==> src/rtl/serving_ram_seq.sv <==
`default_nettype none
// ============================================================================
// serving_ram_seq: Wishbone classic 32-bit access to byte-wide SRAM sequencer
// Revision: 1.0
// ============================================================================
module serving_ram_seq #(
  parameter int DEPTH = 256,
  parameter int AW    = $clog2(DEPTH)
) (
  input  logic          i_clk,
  input  logic          i_rst,
  input  logic [AW-3:0] i_wb_adr,
  input  logic [31:0]   i_wb_dat,
  input  logic [3:0]    i_wb_sel,
  input  logic          i_wb_we,
  input  logic          i_wb_cyc,
  output logic [31:0]   o_wb_rdt,
  output logic          o_wb_ack,
  output logic [AW-1:0] o_waddr,
  output logic [7:0]    o_wdata,
  output logic          o_wen,
  output logic [AW-1:0] o_raddr,
  input  logic [7:0]    i_rdata
);

  typedef enum logic [2:0] {
    IDLE   = 3'd0,
    WRITE  = 3'd1,
    READ   = 3'd2,
    RDWAIT = 3'd3,
    ACK    = 3'd4
  } state_t;

  state_t     r_state;
  logic [1:0] r_bcnt;
  logic       r_rvalid;

  // RAM side is a pure decode of the byte counter and the held Wishbone request
  assign o_waddr = {i_wb_adr, r_bcnt};
  assign o_raddr = {i_wb_adr, r_bcnt};
  assign o_wdata = i_wb_dat[{r_bcnt, 3'b000} +: 8];
  assign o_wen   = (r_state == WRITE) & i_wb_cyc & i_wb_sel[r_bcnt];

  always_ff @(posedge i_clk) begin
    if (i_rst) begin
      r_state  <= IDLE;
      r_bcnt   <= 2'd0;
      r_rvalid <= 1'b0;
      o_wb_ack <= 1'b0;
      o_wb_rdt <= 32'd0;
    end else begin
      r_rvalid <= (r_state == READ) & i_wb_cyc;
      o_wb_ack <= 1'b0;
      // Read data lags the address by one cycle, so capture runs one state behind
      if (r_rvalid)
        o_wb_rdt <= {i_rdata, o_wb_rdt[31:8]};
      case (r_state)
        IDLE: begin
          r_bcnt <= 2'd0;
          if (i_wb_cyc)
            r_state <= i_wb_we ? WRITE : READ;
        end
        WRITE: begin
          r_bcnt <= r_bcnt + 2'd1;
          if (!i_wb_cyc) begin
            r_state <= IDLE;
          end else if (r_bcnt == 2'd3) begin
            r_state  <= ACK;
            o_wb_ack <= 1'b1;
          end
        end
        READ: begin
          r_bcnt <= r_bcnt + 2'd1;
          if (!i_wb_cyc)
            r_state <= IDLE;
          else if (r_bcnt == 2'd3)
            r_state <= RDWAIT;
        end
        RDWAIT: begin
          if (!i_wb_cyc) begin
            r_state <= IDLE;
          end else begin
            r_state  <= ACK;
            o_wb_ack <= 1'b1;
          end
        end
        ACK: begin
          r_state <= IDLE;
          r_bcnt  <= 2'd0;
        end
        default: begin
          r_state <= IDLE;
          r_bcnt  <= 2'd0;
        end
      endcase
    end
  end

endmodule
`default_nettype wire

==> config.mk <==
export PLATFORM = sky130hd
export DESIGN_NAME = serving_ram_seq
export DESIGN_NICKNAME = d
export VERILOG_FILES = /design/src/rtl/serving_ram_seq.sv
export SDC_FILE = /design/constraint.sdc
export NUM_CORES = 1
export LEC_CHECK = 0
export CAP_MARGIN = 0
export CELL_PAD_IN_SITES_DETAIL_PLACEMENT = 1
export CELL_PAD_IN_SITES_GLOBAL_PLACEMENT = 1
export CORE_MARGIN = 2
export CORE_UTILIZATION = 27
export CTS_BUF_LIST = sky130_fd_sc_hd__clkbuf_8
export CTS_CLUSTER_DIAMETER = 40
export DETAILED_ROUTE_END_ITERATION = 8
export HOLD_SLACK_MARGIN = 0.15
export MAX_ROUTING_LAYER = met4
export PLACE_DENSITY = 0.84
export SLEW_MARGIN = 10
export SYNTH_ARGS = -nofsm -noshare
export SYNTH_HDL_FRONTEND = slang
export SYNTH_SLANG_ARGS = --single-unit
==> constraint.sdc <==
create_clock -name i_clk -period 1.57 [get_ports i_clk]
set_input_delay 0.314 -clock i_clk [delete_from_list [all_inputs] [get_ports i_clk]]
set_output_delay 0.314 -clock i_clk [all_outputs]
set_load 0.01 [all_outputs]
---- Word level (Yosys, flattened, before mapping) ----
Cells that the tools add are included.
word-level totals
  output and inout port bits .............. 58
  flip-flop bits (word level) ............. 39
  bits of input ports ..................... 54
cells by class
  add/sub/neg operators ................... 1
  reductions and logical operators ........ 3
  equal/unequal tests ..................... 7
  shift operators ......................... 1
  magnitude comparators ................... 1
  multiplexer cells ....................... 15
  bitwise logic cells ..................... 3
operators by type and width
  kind                   count
  $shiftx A32 B6 Y8      1
  $mux W3                6
  $pmux W3 S4            1
  $eq A3 B2 Y1 const B   2
  $ne A3 B2 Y1 const B   2
  $mux W1                4
  $pmux W2 S2            1
  $and A1 B1 Y1          3
  $eq A3 B1 Y1 const B   1
  $logic_not A3 Y1       1
  $lt A2 B3 Y1 const B   1
  $reduce_and A3 Y1      1
  $add A2 B1 Y2 const B  1
  $bmux W1 S2            1
  $eq A2 B2 Y1 const B   1
  $mux W2                1
  $ne A2 B2 Y1 const B   1
  $pmux W1 S2            1
  $reduce_or A2 Y1       1

---- Logic depth before layout (Yosys ltp) ----
Gate-level depths: netlist of run 1.
  depth in word-level cells ............... 4
  mapped depth ............................ 4
  mapped depth without buffers ............ 4

---- Least setup slack after synthesis of run 1 ----
OpenSTA, ideal clock, no wires.
  path type ............................... flip-flop to output port
  start ................................... register r_bcnt[0]
  end ..................................... output port o_wdata[0]
  path buffers ............................ 1
  stages on the path, launching flop included .. 3
  arrival time ............................ 1.184 ns
  slack ................................... 0.072 ns
  data required time ...................... 1.256 ns
  path through ............................ dfxtp_1 -> buf_6 -> mux4_2
between the ends
  word-level cells in the longest chain between the ends .. 1
ends and longest elaborated chain
  element                 RTL line  RTL
  from (decl)             35        logic [1:0] r_bcnt;
  from (signal assigned)  64        r_bcnt <= r_bcnt + 2'd1;
  from (signal assigned)  73        r_bcnt <= r_bcnt + 2'd1;
  $shiftx A32 B6 Y8       41        assign o_wdata = i_wb_dat[{r_bcnt, 3'b000} +: 8];
  to (decl)               20        output logic [7:0] o_wdata,
No other way between the ends.

---- Final worst setup path of run 1 ----
  start ................................... input port i_wb_sel[0]
  end ..................................... output port o_wen
between the ends
  word-level cells in the longest chain between the ends .. 3
ends and longest elaborated chain
  element                        RTL line  RTL
  from (decl)                    14        input logic [3:0] i_wb_sel,
  $bmux W1 S2                    42        assign o_wen = (r_state == WRITE) & i_wb_cyc & i_wb_sel[r_bcnt];
  $mux W1 (implied by the code)  42
  $and A1 B1 Y1                  42
  to (decl)                      21        output logic o_wen,
No other way between the ends. The select of a mux whose other input is x is not followed.

==> results.json, run 1 <==
{
  "status": "finished, violations left",
  "violations": "setup timing",
  "hold_depth": 2,
  "drv_slew": 0,
  "grt_antenna_before_repair": 0,
  "drive_above_1_share_pct": 19.1,
  "switchingPower_mw": 0.430,
  "power_density_mw_per_mm2": 718,
  "pwr-share-seq_pct": 49.6,
  "grt_pass1_vias": 1558,
  "slew_headroom_pct": 79.7,
  "nets": 300,
  "max-vdd-ir-drop_uv": 519,
  "syn_to_final_growth_pct": 59.5,
  "drc": 0,
  "gp_congestion": 0.732,
  "final_common_cell": "clkdlybuf4s50_1",
  "path_clk_slew_ps": 70,
  "crit_path_end_kind": "output port",
  "rsz0062_at_grt": "yes",
  "leakagePower_nw": 1.12,
  "path_class": "input pin to output port",
  "ys_seq_elements": 39,
  "max_freq_mhz": 561,
  "post-cts-setup-buffers": 0,
  "finClkSkew_ps": 15.0,
  "std_cell_rows": 29,
  "setup-violations-final": 9,
  "critPathMaxFanout": 1,
  "slowest_delay_ps": 450,
  "reg2regPathDepth": 6,
  "clock-sinks": 39,
  "portBuffers": 93,
  "finalCritPeriodShare_pct": 114,
  "top_layer_used": "met4",
  "viasPerCell": 4.47,
  "p_int_mw": 1.59,
  "dp_cells": 315,
  "wl_met1_mm": 2.06,
  "crit_buf_inv": 2,
  "grt_use_total_pct": 14.5,
  "ys_top_cells_by_area": "dfxtp_1 44%, mux2i_1 19%, mux4_2 11%",
  "overflow": 0,
  "ant_nets": 0,
  "die_w_um": 84.9,
  "die_y_um": 84.9,
  "finalWorstSetupSlack_ps": -213,
  "fin_cells": 323,
  "yosysTopAreaCellShare_pct": 44.2,
  "num_vias": 1444,
  "clockPowerShare_pct": 35.6,
  "cts_tree": "yes",
  "routed_wl_mm": 4.84,
  "syn_avg_cell_area_um2": 11.1,
  "netlist_instances": 159,
  "cts_buffer_depth": 2,
  "numCtsBuffers": 5,
  "met3_length_um": 288,
  "fillers": 696,
  "finalCriticalPeriod_ps": 1780,
  "die-area_mm2": 0.00720,
  "required_ps": 1260,
  "yosys_warnings": 0,
  "synth_nets": 214,
  "grt_max_degree": 33,
  "insertedDiodeCount": 0,
  "start_util_pct": 27.8,
  "insertion_delay_ps": 290,
  "clockRootBuffer": "clkbuf_8",
  "synthesis.area_mm2": 0.00177,
  "crit_chain": "clkdlybuf4s50_1 -> mux4_2 -> and4b_1 -> buf_2",
  "max_cap_violations": 0,
  "core_mm2": 0.00635,
  "grt_pass1_wl_mm": 8.09,
  "path_delay_family": "buffers and inverters",
  "ys_seq_area_share_pct": 44.2,
  "route.met2.wl_mm": 2.45,
  "pwr-share-comb_pct": 14.8,
  "start_kind": "input pin",
  "dp_hpwl_mm": 3.64,
  "worst_pin_slew_ps": 302,
  "avgRoutedWirePerCell_um": 15.0,
  "ys_types": 22,
  "first_iter_violations": 43,
  "yosysTopAreaCell": "dfxtp_1",
  "arrival_ps": 1470,
  "min_path_type": "register to register",
  "swShare_pct": 21.3,
  "slowest_stage": "mux4_2",
  "postLayoutCoreUtil_pct": 44.3,
  "h-tree-depth": 2,
  "cp.depth": 4,
  "final_cell_mix": "71 x clkdlybuf4s50_1, 36 x dfxtp_1, 34 x nor2_1",
  "ios": 112,
  "timing.final.hold_violations": 0,
  "drt-pass1-iter-count": 2
}
## through the flow
stage          instance area [µm²]  setup slack, ps  TNS (ps)  hold WS, ps  power (mW)
2_1_floorplan                 1770             71.7         0          423        1.18
3_3_place_gp                  2730             -556     -3710          473        1.33
3_5_place_dp                  2730             -565     -3870          484        1.34
4_1_cts                       2780             -219     -1870          503        2.05
5_1_grt                       2820             -263     -2240          549        2.13
6_report                      2820             -213     -1780          495        2.02
## tightest hold or removal path, delay by kind of cell (launching register included)
family,cells,cell delay [ps]
flops,1,330
mux,1,60
simple gates,1,70
## area by class of cell
class,count,area (µm²),area share (%)
clock buffer,7,96.3,3.42
clock inverter,1,3.75,0.133
multi-input combinational,94,807,28.7
sequential,39,787,28.0
tap,77,96.3,3.42
timing repair buffer,105,1020,36.4
## final timing paths
| check | from | to | slack (ps) |
|---|---|---|---|
| worst max register to register | r_bcnt[0] | r_bcnt[1] | 120 |
| worst max-delay path | i_wb_sel[0] | o_wen | -210 |
| worst min-delay path | o_wb_rdt[1] | o_wb_rdt[1] | 490 |
| worst min register to register | o_wb_rdt[1] | o_wb_rdt[1] | 490 |
## cells in the mapped netlist (all sizes together)
cell type and number:
dfxtp 39, clkbuf 3, a2111oi 1, o21ai 1
mux2i 33, and2b 1, ha 1, nand2b 1
xnor2 1, nor3 4, and4b 1, mux4 9
nor3b 2, buf 23, nor2 34, a21oi 1
mux2 1, nand2 1, nor2b 2
## registers in the layout, summed over array words and instances (netlist names)
signal    flops
o_wb_ack      1
o_wb_rdt     32
r_bcnt        2
r_rvalid      1
r_state       3
## power by group through the flow
| stage | sequential (mW) | clock, mW | combinational [mW] |
|---|---|---|---|
| 4_1_cts | 1.00 | 0.754 | 0.291 |
| 3_3_place_gp | 1.03 | 0 | 0.304 |
| 3_5_place_dp | 1.03 | 0 | 0.313 |
| 5_1_grt | 1.00 | 0.808 | 0.319 |
| 6_report | 1.00 | 0.720 | 0.298 |
| 2_1_floorplan | 1.03 | 0 | 0.150 |
## kinds of logic after synthesis
kind of cell             Yosys count  synth area share (%)
buffers and inverters             26                  10.1
flip-flops                        39                  44.2
AND/OR/NAND/NOR                   46                  12.3
multiplexers                      43                  30.8
AO/OA/AOI/OAI                      3                  1.42
XOR/XNOR                           1                 0.496
adder cells (fa/ha/maj)            1                 0.709
## repair_timing
action / CTS / global route
setup endpoints to repair: 13 / 17
hold buffers: 0 / 0
gates resized for setup: 46 / 14
## routing by layer
layer | vias to the layer above | GRT usage, %
li1 | 701 | -
met1 | 691 | 17.6
met2 | 45 | 24.1
met3 | 7 | 3.70
met4 | 0 | 3.75
met5 | - | -
No activity file was read; power rests on OpenSTA's default activity.
==> run 2: changes to the inputs <==
MAX_ROUTING_LAYER = default   (was met4)
==> run 2 against run 1 <==
  * The flow still finishes with violations (setup timing)
  * Routed wire length rose by 0.14%
  * First-iteration DRC count unchanged
  * Highest routed layer unchanged
  * Setup slack unchanged
  * Sequential power about the same
  * Combinational power barely moved
  * Clock power up 1%
  * Critical endpoint unchanged
  * Die area unchanged
  * Critical path type unchanged
  * Utilization unchanged
  * Design area unchanged
  * Critical path depth unchanged
  * Register-to-register slack hardly changed
==> results.json, run 2 (synthesis gave the netlist of run 1 again) <==
{
  "max_cap_violations": 0,
  "die-area_mm2": 0.00720,
  "worst_pin_slew_ps": 302,
  "required_ps": 1260,
  "grt_pass1_vias": 1560,
  "largest_register": "o_wb_rdt",
  "dp_slack_ps": -565,
  "gr-usage-met1_pct": 17.5,
  "slew_headroom_pct": 79.7,
  "crit_chain": "clkdlybuf4s50_1 -> mux4_2 -> and4b_1 -> buf_2",
  "fillers": 696,
  "std_cell_rows": 29,
  "final_area_mm2": 0.00282,
  "drv_slew": 0,
  "max-vdd-ir-drop_uv": 519,
  "largestRegisters": "o_wb_rdt (32), r_state (3), r_bcnt (2)",
  "start_util_pct": 27.8,
  "overflow": 0,
  "nets": 300,
  "global_route.usage.met3_pct": 3.89,
  "clock-sinks": 39,
  "power_density_mw_per_mm2": 720,
  "clockRootBuffer": "clkbuf_8",
  "avgRoutedWirePerCell_um": 15.0,
  "ios": 112,
  "finalCritPeriodShare_pct": 114,
  "die_y_um": 84.9,
  "path_class": "input pin to output port",
  "path_clk_slew_ps": 70,
  "grt_antenna_before_repair": 0,
  "status": "finished, violations left",
  "postLayoutCoreUtil_pct": 44.3,
  "finalCriticalPeriod_ps": 1780,
  "numCtsBuffers": 5,
  "h-tree-depth": 2,
  "slowest_stage": "mux4_2",
  "setup-violations-final": 9,
  "insertedDiodeCount": 0,
  "first_iter_violations": 43,
  "fin_cells": 323,
  "violations": "setup timing",
  "grt_use_total_pct": 14.0,
  "arrival_ps": 1470,
  "grt_pass1_wl_mm": 8.11,
  "final_common_cell": "clkdlybuf4s50_1",
  "cts_tree": "yes",
  "path_delay_family": "buffers and inverters",
  "p_total_mw": 2.03,
  "drc": 0,
  "core_mm2": 0.00635,
  "ant_nets": 0,
  "rsz0062_at_grt": "yes",
  "placed_cell_area_mm2": 0.00273,
  "viasPerCell": 4.48,
  "min_path_type": "register to register",
  "start_kind": "input pin",
  "leakagePower_nw": 1.12,
  "max_freq_mhz": 561,
  "dp_cells": 315,
  "crit_path_end_kind": "output port",
  "die_w_um": 84.9,
  "final_cell_mix": "71 x clkdlybuf4s50_1, 36 x dfxtp_1, 34 x nor2_1",
  "slowest_delay_ps": 450,
  "cts_buffer_depth": 2,
  "finClkSkew_ps": 15.1,
  "critPathMaxFanout": 1,
  "syn_to_final_growth_pct": 59.5,
  "top_usage_layer": "met2",
  "drt-pass1-iter-count": 2,
  "dp_hpwl_mm": 3.64,
  "gp_congestion": 0.724,
  "timing.final.hold_violations": 0,
  "drive_above_1_share_pct": 19.1,
  "portBuffers": 93,
  "use_met2_pct": 24.0,
  "grt_max_degree": 33,
  "num_vias": 1447,
  "crit_buf_inv": 2,
  "insertion_delay_ps": 290,
  "finalWorstSetupSlack_ps": -213,
  "routed_wl_mm": 4.85,
  "largest_register_ffs": 32
}
run 2: per-layer routing:
metal / share of wire (%) / vias up
met3: 6.1 / 9
met5: 0 / -
met1: 43 / 693
li1: - / 702
met4: 1.2 / 0
met2: 50 / 43
run 2: worst reg2reg max path: cells and delay by family, from the launching register on:
family | cells | cell delay (ps)
buffers and inverters | 2 | 300
adders and majority gates | 1 | 290
muxes | 2 | 330
DFF | 1 | 370
and+or+nand+nor | 1 | 90
run 2: where the power goes:
group	internal [mW]	leakage (nW)	switching (mW)	total [mW]
clock network	0.395	0.0557	0.332	0.727
logic	0.200	0.751	0.0983	0.298
registers	0.996	0.316	0.00666	1.00
total	1.59	1.12	0.437	2.03
run 2: through the flow:
stage	hold WS, ps	TNS, ps
6_report	496	-1780
5_1_grt	549	-2240
2_1_floorplan	423	0
4_1_cts	503	-1870
3_5_place_dp	484	-3870
3_3_place_gp	473	-3710
run 2: layout make-up:
class | instances | area (µm²) | share of cell area, %
Clock inverter | 1 | 3.75 | 0.133
Clock buffer | 7 | 96.3 | 3.42
Tap cell | 77 | 96.3 | 3.42
Timing Repair Buffer | 105 | 1020 | 36.4
Multi-Input combinational cell | 94 | 807 | 28.7
Sequential cell | 39 | 787 | 28.0
run 2: worst paths after layout:
check	slack [ps]	end	start	depth (start not counted)
hold / removal	500	o_wb_rdt[1]	o_wb_rdt[1]	2
hold reg to reg	500	o_wb_rdt[1]	o_wb_rdt[1]	2
setup / recovery	-210	o_wen	i_wb_sel[0]	4
setup reg to reg	120	r_bcnt[1]	r_bcnt[0]	6
run 2: timing repair:
| action | in CTS | in global routing |
|---|---|---|
| resized for setup | 46 | 14 |
| buffers inserted | 0 | 0 |
| setup endpoints to repair | 13 | 17 |
| gates cloned | 0 | 0 |
| hold buffers | 0 | 0 |
==> run 3: changes to the inputs <==
CORE_ASPECT_RATIO = 0.6   (was default)
==> run 3 against run 2 <==
  * The flow still finishes with violations (setup timing)
  * Critical endpoint unchanged
  * Critical path depth unchanged
  * Non-clock buffer count unchanged
  * Via count down 2.2%
==> results.json, run 3 (synthesis gave the netlist of run 1 again) <==
{
  "finalCritPeriodShare_pct": 116,
  "finClkSkew_ps": 7.51,
  "dp_cells": 322,
  "min_path_type": "register to register",
  "leakagePower_nw": 1.26,
  "grt_use_total_pct": 14.9,
  "start_util_pct": 28.4,
  "hold_depth": 2,
  "insertion_delay_ps": 290,
  "final_common_cell": "clkdlybuf4s50_1",
  "die-area_mm2": 0.00722,
  "ant_nets": 0,
  "cts_buffer_depth": 2,
  "fin_tns_setup_ps": -1660,
  "worst_pin_slew_ps": 351,
  "post-cts-setup-buffers": 0,
  "h-tree-depth": 2,
  "crit_buf_inv": 2,
  "max-vdd-ir-drop_uv": 346,
  "drive_above_1_share_pct": 18.7,
  "crit_chain": "clkdlybuf4s50_1 -> mux4_2 -> and4b_1 -> buf_2",
  "largestRegisters": "o_wb_rdt (32), r_state (3), r_bcnt (2)",
  "avgRoutedWirePerCell_um": 14.6,
  "numCtsBuffers": 5,
  "ff_latch_area_um2": 790,
  "largest_register": "o_wb_rdt",
  "largest_register_ffs": 32,
  "fin_cells": 330,
  "crit_path_end_kind": "output port",
  "violations": "setup timing",
  "insertedDiodeCount": 0,
  "dp_hpwl_mm": 3.82,
  "power_density_mw_per_mm2": 761,
  "ios": 112,
  "die_y_um": 66.6,
  "drt-pass1-iter-count": 2,
  "finalCriticalPeriod_ps": 1820,
  "grt_max_degree": 35,
  "gp_congestion": 0.760,
  "slowest_delay_ps": 460,
  "viasPerCell": 4.29,
  "routed_wl_mm": 4.82,
  "core_mm2": 0.00622,
  "slowest_stage": "mux4_2",
  "fillers": 700,
  "slew_headroom_pct": 76.6,
  "portBuffers": 93,
  "final_cell_mix": "66 x clkdlybuf4s50_1, 36 x dfxtp_1, 34 x nor2_1",
  "drv_slew": 0,
  "cp.depth": 4,
  "grt_pass1_vias": 1565,
  "path_class": "input pin to output port",
  "path_clk_slew_ps": 70,
  "start_kind": "input pin",
  "first_iter_violations": 29,
  "reg2regPathDepth": 6,
  "critPathMaxFanout": 1,
  "timing.final.hold_violations": 0,
  "overflow": 0,
  "required_ps": 1260,
  "cts_tree": "yes",
  "setup-violations-final": 9,
  "max_cap_violations": 0,
  "multiInputGateArea_um2": 807,
  "nets": 300,
  "std_cell_rows": 22,
  "drc": 0,
  "cts_hold_buf": 0,
  "num_vias": 1415,
  "clockRootBuffer": "clkbuf_8",
  "syn_to_final_growth_pct": 63.7,
  "status": "finished, violations left",
  "clock-sinks": 39,
  "die_w_um": 108,
  "path_delay_family": "buffers and inverters",
  "rsz0062_at_grt": "yes",
  "arrival_ps": 1510,
  "grt_pass1_wl_mm": 8.08,
  "grt_antenna_before_repair": 0,
  "finalWorstSetupSlack_ps": -253,
  "max_freq_mhz": 548
}
-- run 3: changes by cell type in the layout (fill, tap and decap cells not counted), moves of 2 or more --
cell and delta:
clkbuf_2 -2, clkdlybuf4s50_1 -5, clkdlybuf4s15_1 +2, dlymetal6s2s_1 +7, buf_2 -2, dlygate4sd2_1 -2, buf_6 +2
-- run 3: final cells by class --
cell class,count,share of cell area [%]
clock buffer,6,2.86
sequential,39,27.3
timing repair buffer,105,36.9
multi-input combinational,94,27.9
clock inverter,2,1.34
tap,84,3.64
-- run 3: repair_timing --
item,in CTS,in global routing
hold endpoints to repair,0,0
resized for setup,46,20
setup endpoints to repair,13,24
-- run 3: per-layer routing --
metal  part of all wire [%]  up-vias  global-route usage, %
li1                       -      704                      -
met1                     45      677                   18.3
met3                    3.6        2                   3.72
met4                   0.44        0                   4.49
met2                     51       32                   25.9
met5                      0        -                      0
-- run 3: per-stage QoR --
| step | setup slack [ps] | total power, mW | hold WS, ps | instance area, µm² | util [%] |
|---|---|---|---|---|---|
| 2_1_floorplan | 71.7 | 1.18 | 423 | 1770 | - |
| 3_3_place_gp | -549 | 1.33 | 476 | 2740 | 44.0 |
| 3_5_place_dp | -606 | 1.34 | 484 | 2740 | 44.0 |
| 4_1_cts | -264 | 2.22 | 504 | 2820 | 45.4 |
| 5_1_grt | -298 | 2.31 | 532 | 2890 | 46.5 |
| 6_report | -253 | 2.20 | 495 | 2890 | 46.5 |
-- run 3: report_power, final --
part	switching [mW]	total (mW)	internal [mW]
clock	0.368	0.891	0.523
sequential	0.00771	1.00	0.994
combinational	0.0980	0.306	0.208
-- run 3: tightest hold or removal path, stage by stage, from the launching register on --
cell and delay [ps]:
dfxtp_1 330, mux2i_1 60, nor2_1 70
-- run 3: worst paths after layout --
path	startpoint	end	slack, ps
setup / recovery	i_wb_sel[2]	o_wen	-250
hold / removal	o_wb_rdt[6]	o_wb_rdt[6]	500
setup reg to reg	r_bcnt[0]	r_bcnt[1]	120
hold reg to reg	o_wb_rdt[6]	o_wb_rdt[6]	500
